[src/rtl/aes_round_ctrl.sv]
// Round sequencer for the byte-serial AES datapath: owns the state register between rounds,
// steps round/width_sel, and captures the datapath result at every round boundary.
module aes_round_ctrl #(
    parameter int SUBROUNDS = 16
) (
    input  logic         clk,
    input  logic         reset,
    input  logic         start,
    input  logic [1:0]   mode,
    input  logic [127:0] block_in,
    input  logic         key_valid,
    input  logic [127:0] rd_data_out,
    output logic [3:0]   round,
    output logic [3:0]   width_sel,
    output logic [1:0]   rd_mode,
    output logic [127:0] state_out,
    output logic         busy,
    output logic         done,
    output logic [127:0] block_out
);

    typedef enum logic [1:0] {
        IDLE  = 2'd0,
        R0    = 2'd1,
        ROUND = 2'd2
    } state_t;

    localparam logic [3:0] LAST_SUB = 4'(SUBROUNDS - 1);

    state_t       state_q, state_d;
    logic [3:0]   round_q, round_d;
    logic [3:0]   width_sel_q, width_sel_d;
    logic [1:0]   mode_q, mode_d;
    logic [3:0]   nr_q, nr_d;
    logic [127:0] data_q, data_d;
    logic [127:0] block_out_q, block_out_d;
    logic         done_q, done_d;

    function automatic logic [3:0] nr_for(input logic [1:0] m);
        case (m)
            2'b00:   nr_for = 4'd10;
            2'b01:   nr_for = 4'd12;
            default: nr_for = 4'd14;
        endcase
    endfunction

    always_ff @(posedge clk) begin
        if (reset) begin
            state_q     <= IDLE;
            round_q     <= 4'd0;
            width_sel_q <= 4'd0;
            mode_q      <= 2'b00;
            nr_q        <= 4'd10;
            data_q      <= 128'd0;
            block_out_q <= 128'd0;
            done_q      <= 1'b0;
        end else begin
            state_q     <= state_d;
            round_q     <= round_d;
            width_sel_q <= width_sel_d;
            mode_q      <= mode_d;
            nr_q        <= nr_d;
            data_q      <= data_d;
            block_out_q <= block_out_d;
            done_q      <= done_d;
        end
    end

    // start is only looked at in IDLE; key_valid gates R0 and the width_sel==0 slot of every
    // round and is ignored for the rest of the sub-rounds.
    always_comb begin
        state_d     = state_q;
        round_d     = round_q;
        width_sel_d = width_sel_q;
        mode_d      = mode_q;
        nr_d        = nr_q;
        data_d      = data_q;
        block_out_d = block_out_q;
        done_d      = 1'b0;
        case (state_q)
            IDLE: begin
                round_d     = 4'd0;
                width_sel_d = 4'd0;
                if (start) begin
                    data_d  = block_in;
                    mode_d  = (mode == 2'b11) ? 2'b10 : mode;
                    nr_d    = nr_for(mode);
                    state_d = R0;
                end
            end
            R0: begin
                if (key_valid) begin
                    data_d      = rd_data_out;
                    round_d     = 4'd1;
                    width_sel_d = 4'd0;
                    state_d     = ROUND;
                end
            end
            ROUND: begin
                if (width_sel_q == 4'd0 && !key_valid) begin
                    width_sel_d = 4'd0;
                end else if (width_sel_q == LAST_SUB) begin
                    data_d      = rd_data_out;
                    width_sel_d = 4'd0;
                    if (round_q == nr_q) begin
                        block_out_d = rd_data_out;
                        done_d      = 1'b1;
                        round_d     = 4'd0;
                        state_d     = IDLE;
                    end else begin
                        round_d = round_q + 4'd1;
                    end
                end else begin
                    width_sel_d = width_sel_q + 4'd1;
                end
            end
            default: begin
                state_d     = IDLE;
                round_d     = 4'd0;
                width_sel_d = 4'd0;
            end
        endcase
    end

    assign round     = round_q;
    assign width_sel = width_sel_q;
    assign rd_mode   = mode_q;
    assign state_out = data_q;
    assign busy      = (state_q != IDLE);
    assign done      = done_q;
    assign block_out = block_out_q;

endmodule

[config.mk]
export PLATFORM = sky130hd
export DESIGN_NAME = aes_round_ctrl
export DESIGN_NICKNAME = d
export VERILOG_FILES = /design/src/rtl/aes_round_ctrl.sv
export SDC_FILE = /design/constraint.sdc
export NUM_CORES = 1
export LEC_CHECK = 0
export CAP_MARGIN = 20
export CORE_AREA = 2 2 209 211
export DETAILED_ROUTE_END_ITERATION = 10
export DIE_AREA = 0 0 211 213
export PLACE_DENSITY_LB_ADDON = 0.1
export SLEW_MARGIN = 20
export SYNTH_ARGS = -nofsm -noshare
export SYNTH_HDL_FRONTEND = slang
export SYNTH_SLANG_ARGS = --single-unit
[constraint.sdc]
create_clock -name clk -period 3.35 [get_ports clk]
set_input_delay 1.005 -clock clk [delete_from_list [all_inputs] [get_ports clk]]
set_output_delay 1.005 -clock clk [all_outputs]
set_load 0.02 [all_outputs]
==> impl_metrics.yaml, run 1 <==
final_layout:
  utilization_pct: 44.92
  area_growth_pct: 58.42
  layout_common_cells: "clkdlybuf4s50_1 (528), dfxtp_1 (271), nand2b_1 (257), mux2i_1 (256), nor2_1 (130)"
  design_area_um2: 19180
  fillCellCount: 4135
  layoutNonFillerInstCount: 2295
  final_nets: 1992
  mostFrequentLayoutCell: "clkdlybuf4s50_1"
  final_layout_size_suffix_gt1_share_pct: 5.326
worst_setup_path:
  r2r_slack_ns: 0.97
  crit_path_start_kind: "register"
  crit_top_cell: "inv_1"
  crit_path_end_kind: "output pin"
  reg2regPathDepth: 7
  critPathTopFamily: "buffers and inverters"
  cpPeakStageDelay_ns: 0.62
  critPathKind: "reg2out"
  crit_chain: "inv_1, ha_4, inv_1, clkdlybuf4s50_1"
  critPathRequiredTime_ns: 2.34
  r2r_end: "state_out[71]$_SDFFE_PP0P_"
  critical_path.max_fanout: 6
  arrival_ns: 1.97
  cp_slowest_cell: "clkdlybuf4s50_1"
  critical_path_buf_inv_count: 3
  rr_startpoint: "state_q[1]$_SDFFE_PP0P_"
synth:
  yosys_warnings: 0
  synth.area.top_cells: "dfxtp_1 (45%), mux2i_1 (21%), nand2b_1 (13%), a211oi_1 (7.9%), nor2_1 (4.0%)"
  synth-edff-count: 0
  synth_adder_area_share_pct: 0.9301
  synth_top_area_share_pct: 44.81
  synth_xor_area_share_pct: 0.1447
  synth_cells: 1227
  synth_area_um2: 12110
  synthMuxAreaShare_pct: 21.17
  async_reset_ff_share_pct: 0
  yosysTopAreaCell: "dfxtp_1"
  synth.distinct_cells: 36
  synth_simple_gate_area_share_pct: 19.03
  synth_seq_cells: 271
  avgSynthCellArea_um2: 9.867
  synth_compound_area_share_pct: 9.498
  synth_flop_cell: "dfxtp_1"
  syn_nets: 1498
  seq_area_frac_synth_pct: 44.81
  synth_top_family_by_area: "multiplexers"
floorplan:
  core_area_um2: 42700
  dieArea_um2: 44940
  fp.dieH_um: 213
  io_pins: 530
  rows: 76
  start_util_pct: 28.36
  fp.dieW_um: 211
clocking:
  ctsResizeCount: 0
  cts_htree_levels: 2
  insertion_delay_ns: 0.54
  numClockSinks: 271
  hold_buffers: 0
  post-cts-setup-buffer-count: 0
  cts_root_buf: "clkbuf_16"
  cts_buffer_depth: 3
  clkTransAtPathRegs_ns: 0.06
  cts_tree: "done"
  cts_inserted_buffers: 35
power:
  p_per_area_nw_per_um2: 761.5
  p_leak_uw: 0.006808
  ir_drop_mv: 0.3560
sta:
  hold_viol_final: 0
  period_needed_ns: 2.979
  worst_pin_slew_ns: 0.8228
  setup_viol: 0
  final.period_utilization_pct: 88.94
  holdWs_ns: 0.4712
  rsz0062_at_grt: "no"
  clock.fmax_mhz: 335.6
  final_max_slew_viol_count: 0
  timing.slew.headroom_pct: 44.37
  fin_tns_setup_ns: 0
  skew_ns: 0.02447
outcome:
  status: "finished clean"
routing:
  detail-route-antenna-nets: 0
  dr.pass1.iters: 4
  drt-initial-drc-count: 495
  routed_wl_mm: 44.41
  vias: 10520
  drc_errors: 0
  detail_route.vias_per_cell: 4.583
  drt-wirelength-per-cell_um: 19.35
placed_design:
  hpwlAfterDp_mm: 33.10
  portBuffers: 529
  gp_congestion: 0.8052
  dp.cells: 2230
  place_area_um2: 18010
global_routing:
  grt_max_degree: 100
  grt_pass1_vias: 10650
  antenna_found_initial: 3
  grt_use_total_pct: 18.95
  grt_pass1_wl_mm: 64.72
  grt_overflow: 0
worst_hold_path:
  holdPathStages: 2
  min_from: "block_out[70]$_SDFFE_PP0P_"
  hp-class: "reg2reg"
  holdPathEnd: "block_out[70]$_SDFFE_PP0P_"
flow_run:
  cap_viol_max_count: 0
[where the power goes]
part / leakage (uW) / switching (uW) / total, uW / internal (uW)
Clock: 0.000583 / 1470 / 3780 / 2310
Combinational: 0.00401 / 3450 / 6470 / 3020
Sequential: 0.00222 / 392 / 4360 / 3970
Total: 0.00681 / 5310 / 14600 / 9290
[per-stage QoR]
stage	setup WS (ns)	total power, uW
2_1_floorplan	1.096	8234
3_3_place_gp	0.2152	10910
3_5_place_dp	0.1813	10960
4_1_cts	0.3222	14820
5_1_grt	0.2927	15440
6_report	0.3707	14600
[how the worst max path moves through the flow]
stage	startpoint	endpoint	slack, ns	cells past startpoint
2_1_floorplan	key_valid	state_out[54]$_SDFFE_PP0P_	1.10	7
3_3_place_gp	key_valid	block_out[94]$_SDFFE_PP0P_	0.22	6
3_5_place_dp	start	state_out[71]$_SDFFE_PP0P_	0.18	6
4_1_cts	state_q[0]$_SDFFE_PP0P_	busy	0.32	4
5_1_grt	state_q[0]$_SDFFE_PP0P_	busy	0.29	4
6_report	state_q[0]$_SDFFE_PP0P_	busy	0.37	4
[cells by family (layout without fill, tap and decap cells)]
group | count (synthesis) | count (layout)
AOI/OAI and AO/OA | 157 | 157
xor gates and xnor gates | 2 | 2
adders and majority gates | 9 | 9
buffers and inverters | 109 | 628
DFF | 271 | 271
muxes | 256 | 256
other | 0 | 3
and+or+nand+nor | 423 | 423
[Yosys cell counts (3+ instances only)]
cell,number
nand2b_1,257
nand3b_1,3
dfxtp_1,271
a21oi_1,14
or3_1,3
nor2b_1,3
clkbuf_1,57
buf_2,20
a211oi_1,128
nand3_1,6
nor2_1,130
nand2_1,8
o21ai_0,7
inv_1,6
buf_4,23
mux2i_1,256
nor3_1,4
ha_1,9
[sequential cells by signal (all words and copies together), names as in the netlist]
register / flops
nr_q: 2
block_out: 128
state_q: 2
rd_mode: 2
round: 4
state_out: 128
width_sel: 4
done: 1
[layer usage]
layer	wire (um)	vias to the layer above	track usage (%)	share of wire [%]
met5	13	-	0.3337	0.029
met4	1038	2	6.557	2.3
met3	4597	58	7.898	10
met2	20500	383	31.23	46
met1	18260	4837	22.12	41
li1	-	5237	-	-
[area by class of cell]
cell class	instances	area, um2	share of cell area (%)
clock buffer	52	1082	5.643
sequential	271	5425	28.29
inverter	7	26.28	0.1370
tap	546	683.2	3.562
multi-input combinational	847	6163	32.14
clock inverter	10	78.83	0.4110
antenna	3	7.507	0.03914
timing repair buffer	559	5713	29.79
[worst reg2reg max path, cell delays in order (launching register included)]
cell and delay [ns]:
dfxtp_1 0.37, inv_1 0.13, ha_1 0.25, nor2b_1 0.18, a2111oi_4 0.52, buf_4 0.50, nor2_1 0.11, a211oi_1 0.23
Note: power is estimated with default switching activity, not from simulation.
==> run 2: changes to the inputs <==
TNS_END_PERCENT = 50   (was not set)
==> results of run 2 <==
The final DEF is identical to that of run 1; final timing and power are the same.
